File: config.mk
export PLATFORM = sky130hd
export DESIGN_NAME = pc_fetch
export DESIGN_NICKNAME = d
export VERILOG_FILES = /design/src/rtl/pc_fetch.sv
export SDC_FILE = /design/constraint.sdc
export NUM_CORES = 1
export LEC_CHECK = 0
export CORE_ASPECT_RATIO = 1.75
export CORE_UTILIZATION = 42
export CTS_BUF_LIST = sky130_fd_sc_hd__clkbuf_8
export DETAILED_ROUTE_END_ITERATION = 8
export GPL_TIMING_DRIVEN = 0
export PLACE_DENSITY = 0.88
export SYNTH_ARGS = -nofsm -noshare
export SYNTH_HDL_FRONTEND = slang
export SYNTH_SLANG_ARGS = --single-unit
File: constraint.sdc
create_clock -name clk -period 2.8 [get_ports clk]
set_clock_uncertainty 0.15 [all_clocks]
set_input_delay 0.28 -clock clk [delete_from_list [all_inputs] [get_ports clk]]
set_output_delay 0.28 -clock clk [all_outputs]
set_load 0.005 [all_outputs]
File: src/rtl/pc_fetch.sv
// pc_fetch: PC register and imem req/ack fetch sequencer for decode; PC_ALIGN_CHECK_EN enables niaddr word-alignment forcing
module pc_fetch #(
  parameter logic [31:0] RESET_PC = 32'h0000_3000,
  parameter int          CNT_W    = 32
) (
  input  logic             clk,
  input  logic             rst,
  input  logic [31:0]      niaddr,
  input  logic             stall,
  input  logic             instr_ready,
  output logic             imem_req,
  output logic [31:0]      imem_addr,
  input  logic             imem_ack,
  input  logic [31:0]      imem_rdata,
  output logic [31:0]      iaddr,
  output logic [31:0]      instr,
  output logic             instr_valid,
  output logic [CNT_W-1:0] retire_cnt,
  output logic             fetch_misalign
);
  typedef enum logic [1:0] {IDLE, REQ, HOLD} state_t;
  state_t state, state_nx;
  logic [31:0] pc, pc_nx;
  logic capture, accept, misalign;
  assign capture = state == REQ && imem_ack;
  assign accept = state == HOLD && instr_ready && !stall;
`ifdef PC_ALIGN_CHECK_EN
  assign pc_nx = {niaddr[31:2], 2'b00};
  assign misalign = niaddr[1:0] != 2'b00;
`else
  assign pc_nx = niaddr;
  assign misalign = 1'b0;
`endif
  assign imem_req = state == REQ;
  assign imem_addr = pc;
  assign iaddr = pc;
  always_comb begin
    state_nx = state;
    state_nx = state == IDLE ? REQ : capture ? HOLD : accept ? REQ : state;
  end
  always_ff @(posedge clk) begin
    if (rst) state <= IDLE;
    else state <= state_nx;
  end
  always_ff @(posedge clk) begin
    if (rst) begin
      pc <= RESET_PC;
      instr <= 32'h0;
      instr_valid <= 1'b0;
      retire_cnt <= '0;
      fetch_misalign <= 1'b0;
    end else if (capture) begin
      instr <= imem_rdata;
      instr_valid <= 1'b1;
    end else if (accept) begin
      pc <= pc_nx;
      instr_valid <= 1'b0;
      retire_cnt <= retire_cnt + CNT_W'(1);
      fetch_misalign <= fetch_misalign | misalign;
    end
  end
endmodule

After elaboration in Yosys (flattened, before gate mapping)

Cells that the tools add are included.

Word-level logic and storage cells: 24
Output and inout port bits: 131
Bits in registers: 99
Bits of input ports: 69

$add $sub $neg: 1
Bitwise gates (word level): 1
Reductions and logical operators: 9
Multiplexer cells: 5
Equality and inequality tests: 2

Operators by type and width:

| kind                                                 | number |
|---|---|
| adder 32 x 1 -> 32 bit (second input constant)       | 1 |
| 2-to-1 mux 2 bit                                     | 2 |
| logical AND 1 bit                                    | 3 |
| 2-to-1 mux 1 bit                                     | 3 |
| nonzero test 3 bit                                   | 1 |
| equality test 2 x 1 -> 1 bit (second input constant) | 1 |
| equality test 2 bit (second input constant)          | 1 |
| zero test 2 bit                                      | 1 |
| AND reduction 2 bit                                  | 1 |
| nonzero test 2 bit                                   | 1 |
| OR reduction 2 bit                                   | 1 |
| zero test 1 bit                                      | 1 |
| NOT 1 bit                                            | 1 |

Longest topological paths before layout

Gate-level depths: netlist of run 1.

Depth after elaboration: 6
Mapped depth: 6
Mapped depth without buffers: 5

Worst setup path before layout of run 1

No wires, ideal clock.

Path kind: register to register
From: register retire_cnt[0]
To: register retire_cnt[30]
Data required time: 2.529 ns
Buffers on the path: 1
Data arrival time: 1.894 ns
Cell stages (with the launch flop): 7
Path slack: 0.635 ns
Setup time: 0.121 ns
Period minus slack after synthesis: 2.165 ns
Path through: dfxtp_1 -> ha_1 -> and2_1 -> or4b_4 -> buf_6 -> nor4_1 -> mux2_2

Cells in the longest elaborated chain, start to end: 1

RTL lines:

| what                     | line | text |
|---|---|---|
| start: declaration       | 18   | `output logic [CNT_W-1:0] retire_cnt,` |
| start signal: assignment | 58   | `retire_cnt <= retire_cnt + CNT_W'(1);` |
| adder 32 x 1 -> 32 bit   | 58   |  |

Every way passes these cells.
A chain may end at the register's enable or synchronous reset.

Worst setup path in the final report of run 1

Ends and elaborated chain as after synthesis.

==> flow_metrics.py, run 1 <==
metrics = {
    "clock_network": {
        "cts_tree": "yes",
        "root_buffer": "clkbuf_8",
        "clockBufferDepth": 2,
        "cts_hold_buf": 0,
        "numClockSinks": 99,
        "ctsResizeCount": 0,
        "post-cts-setup-buffers": 0,
        "cts.htree.levels": 3,
        "clk_pin_slew_ps": 90,
        "cts_buffers": 9,
        "clkLatencyLatePin_ps": 360,
    },
    "routing": {
        "routed.top_layer": "met4",
        "first_pass_iters": 4,
        "drtAntennaViolNets": 0,
        "vias": 4273,
        "viasPerCell": 5.04,
        "wl_um": 12500,
        "wl_met2_um": 7020,
        "drt-met1-wl_um": 4500,
        "drc": 0,
        "first_iter_violations": 186,
        "wl_met3_um": 693,
        "avgRoutedWirePerCell_um": 14.8,
    },
    "setup_path": {
        "cp.required_ps": 2900,
        "cpMaxStageDelayCell": "or4b_4",
        "cp.arrival_ps": 2440,
        "reg2reg_to": "retire_cnt[30]",
        "reg2reg_depth": 6,
        "critPathKind": "reg2reg",
        "worstSetupStartpointType": "register",
        "crit_chain": "ha_1, and2_1, or4b_4, buf_6, nor4_1, mux2_2",
        "crit_fanout": 10,
        "cp-end-kind": "register",
        "worst_path_largest_cell_delay_ps": 480,
        "reg2reg_slack_ps": 460,
        "rr_startpoint": "retire_cnt[0]",
    },
    "timing": {
        "hold_viol": 0,
        "slew_violations": 0,
        "max_freq_mhz": 427,
        "setup_tns_ps": 0,
        "max_slew_margin_pct": 66.5,
        "fin_crit_sh_pct": 83.6,
        "setup_viol": 0,
        "post-route-min-period_ps": 2340,
        "rsz0062_at_grt": "false",
        "worst_pin_slew_ps": 503,
    },
    "placement": {
        "placed_cell_area_um2": 6240,
        "portBuffers": 198,
        "hpwlAfterDp_um": 9620,
        "globalplace.congestion": 0.836,
    },
    "synthesis": {
        "syn_area_per_cell_um2": 8.00,
        "synth_edf_count": 0,
        "yosysMostFrequentCell": "nand2_1",
        "synth_top_area_cell": "dfxtp_1",
        "synth_common_cells": "nand2_1 (143), dfxtp_1 (99), a21oi_1 (79)",
        "syn_area_um2": 4110,
        "synth-async-reset-ratio_pct": 0,
        "synth_top_cell_area_share_pct": 48.3,
        "syn-num-nets": 583,
        "seq_area_frac_synth_pct": 48.3,
        "synth.distinct_cells": 33,
        "yosys_warnings": 0,
        "ys.flop_type": "dfxtp_1",
        "netlist_instances": 513,
        "synth_area_leaders": "dfxtp_1 (48%), nand2_1 (13%), a21oi_1 (9.6%)",
        "synth_seq_cells": 99,
    },
    "die": {
        "die_x_um": 76.7,
        "num_rows": 47,
        "core_area_um2": 9470,
        "dieHeight_um": 133,
        "pin_count": 200,
        "dieArea_um2": 10200,
        "start_util_pct": 43.4,
    },
    "cells_and_area": {
        "final-seq-area_um2": 1980,
        "multi_input_area_um2": 1720,
        "finalNetCount": 792,
        "num-fill-cells": 759,
        "areaGrowthSynthToFinish_pct": 57.1,
        "final_cell_area_um2": 6450,
        "drive_above_1_share_pct": 7.85,
        "antennaDiodeCount": 0,
    },
    "min_path": {
        "worstHoldEndpoint": "iaddr[21]",
        "min-delay-start": "niaddr[21]",
        "min_path_cells": 3,
        "min_path_type": "in2reg",
    },
    "power_and_ir_drop": {
        "max-vdd-ir-drop_mv": 0.287,
        "power.switching_mw": 0.608,
        "pwr-share-seq_pct": 53.2,
        "internal_power_mw": 2.14,
        "combPwrFrac_pct": 11.2,
        "p_clk_share_pct": 35.6,
        "p_per_area_nw_per_um2": 426,
        "switching_share_pct": 22.1,
        "p_leak_nw": 2.27,
    },
    "flow_run": {
        "max-cap-violations": 0,
    },
    "global_route": {
        "grt_pass1_vias": 4105,
        "grt_pass1_wl_um": 19600,
        "grt.total_usage_pct": 24.4,
        "antenna_found_initial": 0,
        "grt_max_degree": 15,
        "grt_overflow": 0,
    },
    "run_status": {
        "status": "finished, final reports clean",
    },
}
## per-stage QoR
step                      utilization [%]  std cells  setup WS [ps]  hold WS [ps]  power (mW)
after floorplan                         -        513            635           254        1.59
final                                68.1        848            460           307        2.75
after global placement               65.9        833            238           293        1.79
after global routing                 68.1        848            348           303        2.86
after detailed placement             65.9        833            182           299        1.80
after CTS                            68.1        848            462           289        2.77
## area by class of cell
class	count	share of cell area [%]
Clock inverter	5	1.11
Tap cell	122	2.37
Clock buffer	10	2.13
Multi-Input combinational cell	341	26.6
Timing Repair Buffer	198	30.7
Sequential cell	99	30.7
Buffer	66	5.90
Inverter	7	0.407
## layer usage
layer,vias to the layer above,GRT usage (%)
li1,2087,-
met3,23,4.83
met2,163,47.7
met4,0,10.4
met1,2000,24.1
met5,-,0
## kinds of logic after synthesis
kind of cell             Yosys count  synth area share, %
buffers and inverters             73                 9.91
multiplexers                       7                 1.92
adder cells (fa/ha/maj)            1                0.305
XOR/XNOR                           8                 1.71
other                              1               0.0913
AND/OR/NAND/NOR                  227                 25.4
flip-flops                        99                 48.3
AO/OA/AOI/OAI                     97                 12.4
## cell usage in the layout, fill, tap and decap left out, drive strengths merged
| cell type | count |
|---|---|
| dfxtp | 99 |
| inv | 10 |
| o31ai | 9 |
| nand4bb | 1 |
| xor2 | 4 |
| nor4 | 1 |
| o21ai | 9 |
| nand4b | 1 |
| and3 | 4 |
| nand2 | 143 |
| or3 | 7 |
| clkdlybuf4s50 | 198 |
| and2 | 3 |
| clkbuf | 33 |
| mux2 | 7 |
| xnor2 | 4 |
| ha | 1 |
| nor3 | 10 |
| nand3b | 2 |
| nand4 | 4 |
| or4 | 10 |
| and4bb | 1 |
| nand3 | 9 |
| conb | 1 |
| buf | 43 |
| nor2 | 19 |
| a21oi | 79 |
| or4b | 1 |
| bufinv | 2 |
| nor2b | 7 |
| and4 | 4 |
## power by group through the flow
stage / clock, mW / combinational (mW) / sequential [mW]
4_1_cts: 1.00 / 0.309 / 1.46
6_report: 0.979 / 0.307 / 1.46
5_1_grt: 1.07 / 0.332 / 1.47
2_1_floorplan: 0 / 0.0971 / 1.49
3_3_place_gp: 0 / 0.301 / 1.49
3_5_place_dp: 0 / 0.308 / 1.49
## worst max path at each step
stage                          end  cells past startpoint          start
floorplan           retire_cnt[30]                      6  retire_cnt[0]
global placement    retire_cnt[13]                      7          stall
detailed placement  retire_cnt[11]                      7          stall
CTS                 retire_cnt[30]                      6  retire_cnt[0]
global route        retire_cnt[13]                      6  retire_cnt[3]
finish              retire_cnt[30]                      6  retire_cnt[0]
## state kept, by name, indices dropped and copies added, names as in the netlist
name,flops
retire_cnt,32
state,2
instr,32
iaddr,32
instr_valid,1
## worst max-delay path, delay by kind of cell, from the launching register on
kind | cells | cell delay, ps
DFF | 1 | 400
muxes | 1 | 370
buffers and inverters | 1 | 160
adders and majority gates | 1 | 200
and+or+nand+nor | 3 | 940
No activity file was read; power rests on OpenSTA's default activity.
==> inputs of run 2 (changes only) <==
==> constraint.sdc (replaced) <==
create_clock -name clk -period 2.18 [get_ports clk]
set_clock_uncertainty 0.15 [all_clocks]
set_input_delay 0.218 -clock clk [delete_from_list [all_inputs] [get_ports clk]]
set_output_delay 0.218 -clock clk [all_outputs]
set_load 0.005 [all_outputs]
==> flow_metrics.py, run 2 (same netlist as run 1, synthesis figures left out) <==
metrics = {
    "timing": {
        "setup_viol": 0,
        "max_slew_margin_pct": 65.7,
        "hold_viol": 0,
        "max_freq_mhz": 465,
        "worst_pin_slew_ps": 515,
        "final.setup.worst_slack_ps": 31.4,
        "slew_violations": 0,
        "fin_crit_sh_pct": 98.6,
        "post-route-min-period_ps": 2150,
    },
    "routing": {
        "wl_um": 12800,
        "vias": 4318,
        "first_iter_violations": 237,
        "viasPerCell": 5.06,
        "avgRoutedWirePerCell_um": 15.0,
        "first_pass_iters": 4,
        "drc": 0,
        "drtAntennaViolNets": 0,
    },
    "cells_and_area": {
        "layout_common_cells": "clkdlybuf4s50_1 (198), nand2_1 (143), dfxtp_1 (90)",
        "final_cell_area_um2": 6590,
        "drive_above_1_share_pct": 11.1,
        "areaGrowthSynthToFinish_pct": 60.5,
        "layout_commonest_cell": "clkdlybuf4s50_1",
        "finalNetCount": 798,
        "num-fill-cells": 742,
        "antennaDiodeCount": 0,
    },
    "setup_path": {
        "cp.arrival_ps": 2300,
        "worstSetupStartpointType": "register",
        "cp-end-kind": "register",
        "endpoint": "retire_cnt[20]",
        "rr_startpoint": "retire_cnt[0]",
        "critPathKind": "reg2reg",
        "cp.depth": 6,
        "crit_family": "simple AND/OR/NAND/NOR gates",
        "worst_path_largest_cell_delay_ps": 490,
        "reg2reg_to": "retire_cnt[20]",
        "reg2reg_depth": 6,
        "critPathBufInv": 1,
        "reg2reg_slack_ps": 30,
        "crit_fanout": 8,
        "crit_chain": "ha_4, and2_4, or4b_4, buf_8, or4_1, a21oi_1",
        "crit_start": "retire_cnt[0]",
        "cp.required_ps": 2340,
        "cpMaxStageDelayCell": "or4_1",
    },
    "clock_network": {
        "cts.htree.levels": 3,
        "cts_buffers": 9,
        "clkLatencyLatePin_ps": 370,
        "numClockSinks": 99,
        "clockBufferDepth": 2,
        "cts_tree": "yes",
        "clk_pin_slew_ps": 90,
        "root_buffer": "clkbuf_8",
    },
    "die": {
        "die_x_um": 76.7,
        "num_rows": 47,
        "start_util_pct": 43.4,
        "dieHeight_um": 133,
        "pin_count": 200,
        "dieArea_um2": 10200,
        "core_area_um2": 9470,
    },
    "power_and_ir_drop": {
        "p_leak_nw": 2.34,
        "max-vdd-ir-drop_mv": 0.369,
        "p_per_area_nw_per_um2": 538,
    },
    "global_route": {
        "grtUsageMet1_pct": 24.3,
        "grt_pass1_vias": 4121,
        "grt.met2_usage_pct": 48.1,
        "grt_pass1_wl_um": 19700,
        "grt.total_usage_pct": 24.6,
        "grt_max_degree": 15,
        "antenna_found_initial": 0,
        "top_usage_layer": "met2",
        "grt_overflow": 0,
        "met3_usage_pct": 4.83,
    },
    "placement": {
        "place_ws_ps": -376,
        "placed_cell_area_um2": 6240,
        "hpwlAfterDp_um": 9620,
        "globalplace.congestion": 0.836,
        "portBuffers": 198,
    },
    "min_path": {
        "min_path_type": "in2reg",
    },
    "flow_run": {
        "max-cap-violations": 0,
    },
    "run_status": {
        "status": "finished, final reports clean",
    },
}
run 2: changes by cell type in the layout (fill, tap and decap cells not counted), sizes merged:
cell / previous run / this run
buf: 43 / 48
clkbuf: 33 / 34
run 2: tightest hold or removal path: stages:
cell	delay (ps)
clkdlybuf4s50_1	400
nand2_1	50
a21oi_1	50
run 2: cell type report:
cell class	instances	area [µm²]	share of cell area (%)
Buffer	66	393	5.96
Multi-Input combinational cell	341	1780	27.0
Clock inverter	5	71.3	1.08
Clock buffer	10	138	2.09
Timing Repair Buffer	204	2030	30.8
Sequential cell	99	2000	30.4
Tap cell	122	153	2.32
Inverter	7	26.3	0.399
run 2: routing by layer:
metal | up-vias | part of all wire (%)
li1 | 2098 | -
met1 | 2024 | 36
met2 | 168 | 56
met3 | 28 | 5.8
met4 | 0 | 2.5
met5 | - | 0
run 2: worst min path at each step:
| stage | endpoint | slack, ps | cells past startpoint | start |
|---|---|---|---|---|
| 2_1_floorplan | iaddr[12] | 190 | 2 | niaddr[12] |
| 3_3_place_gp | instr[8] | 290 | 2 | instr[8] |
| 3_5_place_dp | instr[11] | 300 | 2 | instr[11] |
| 4_1_cts | iaddr[21] | 230 | 3 | niaddr[21] |
| 5_1_grt | instr[4] | 240 | 3 | imem_rdata[4] |
| 6_report | iaddr[21] | 240 | 3 | niaddr[21] |
run 2: what timing repair did:
action / in CTS / in global routing
endpoints found under the setup margin: 10 / 85
pin swaps: 0 / 2
buffers inserted: 1 / 5
resized for setup: 9 / 21
hold buffers: 0 / 0
run 2: per-stage QoR:
| step | util (%) | power [mW] | setup TNS, ps | hold WS, ps | instances |
|---|---|---|---|---|---|
| 2_1_floorplan | - | 2.04 | 0 | 192 | 513 |
| 5_1_grt | 69.6 | 3.68 | -14.2 | 241 | 854 |
| 6_report | 69.6 | 3.54 | 0 | 236 | 854 |
| 3_3_place_gp | 65.9 | 2.30 | -22430 | 293 | 833 |
| 4_1_cts | 68.4 | 3.56 | -3.90 | 227 | 849 |
| 3_5_place_dp | 65.9 | 2.31 | -25290 | 299 | 833 |
run 2: where the power goes:
group	switching [mW]	internal, mW	total (mW)	leakage [nW]
clock	0.609	0.661	1.27	0.116
sequential	0.0279	1.85	1.88	0.807
combinational	0.159	0.241	0.400	1.42
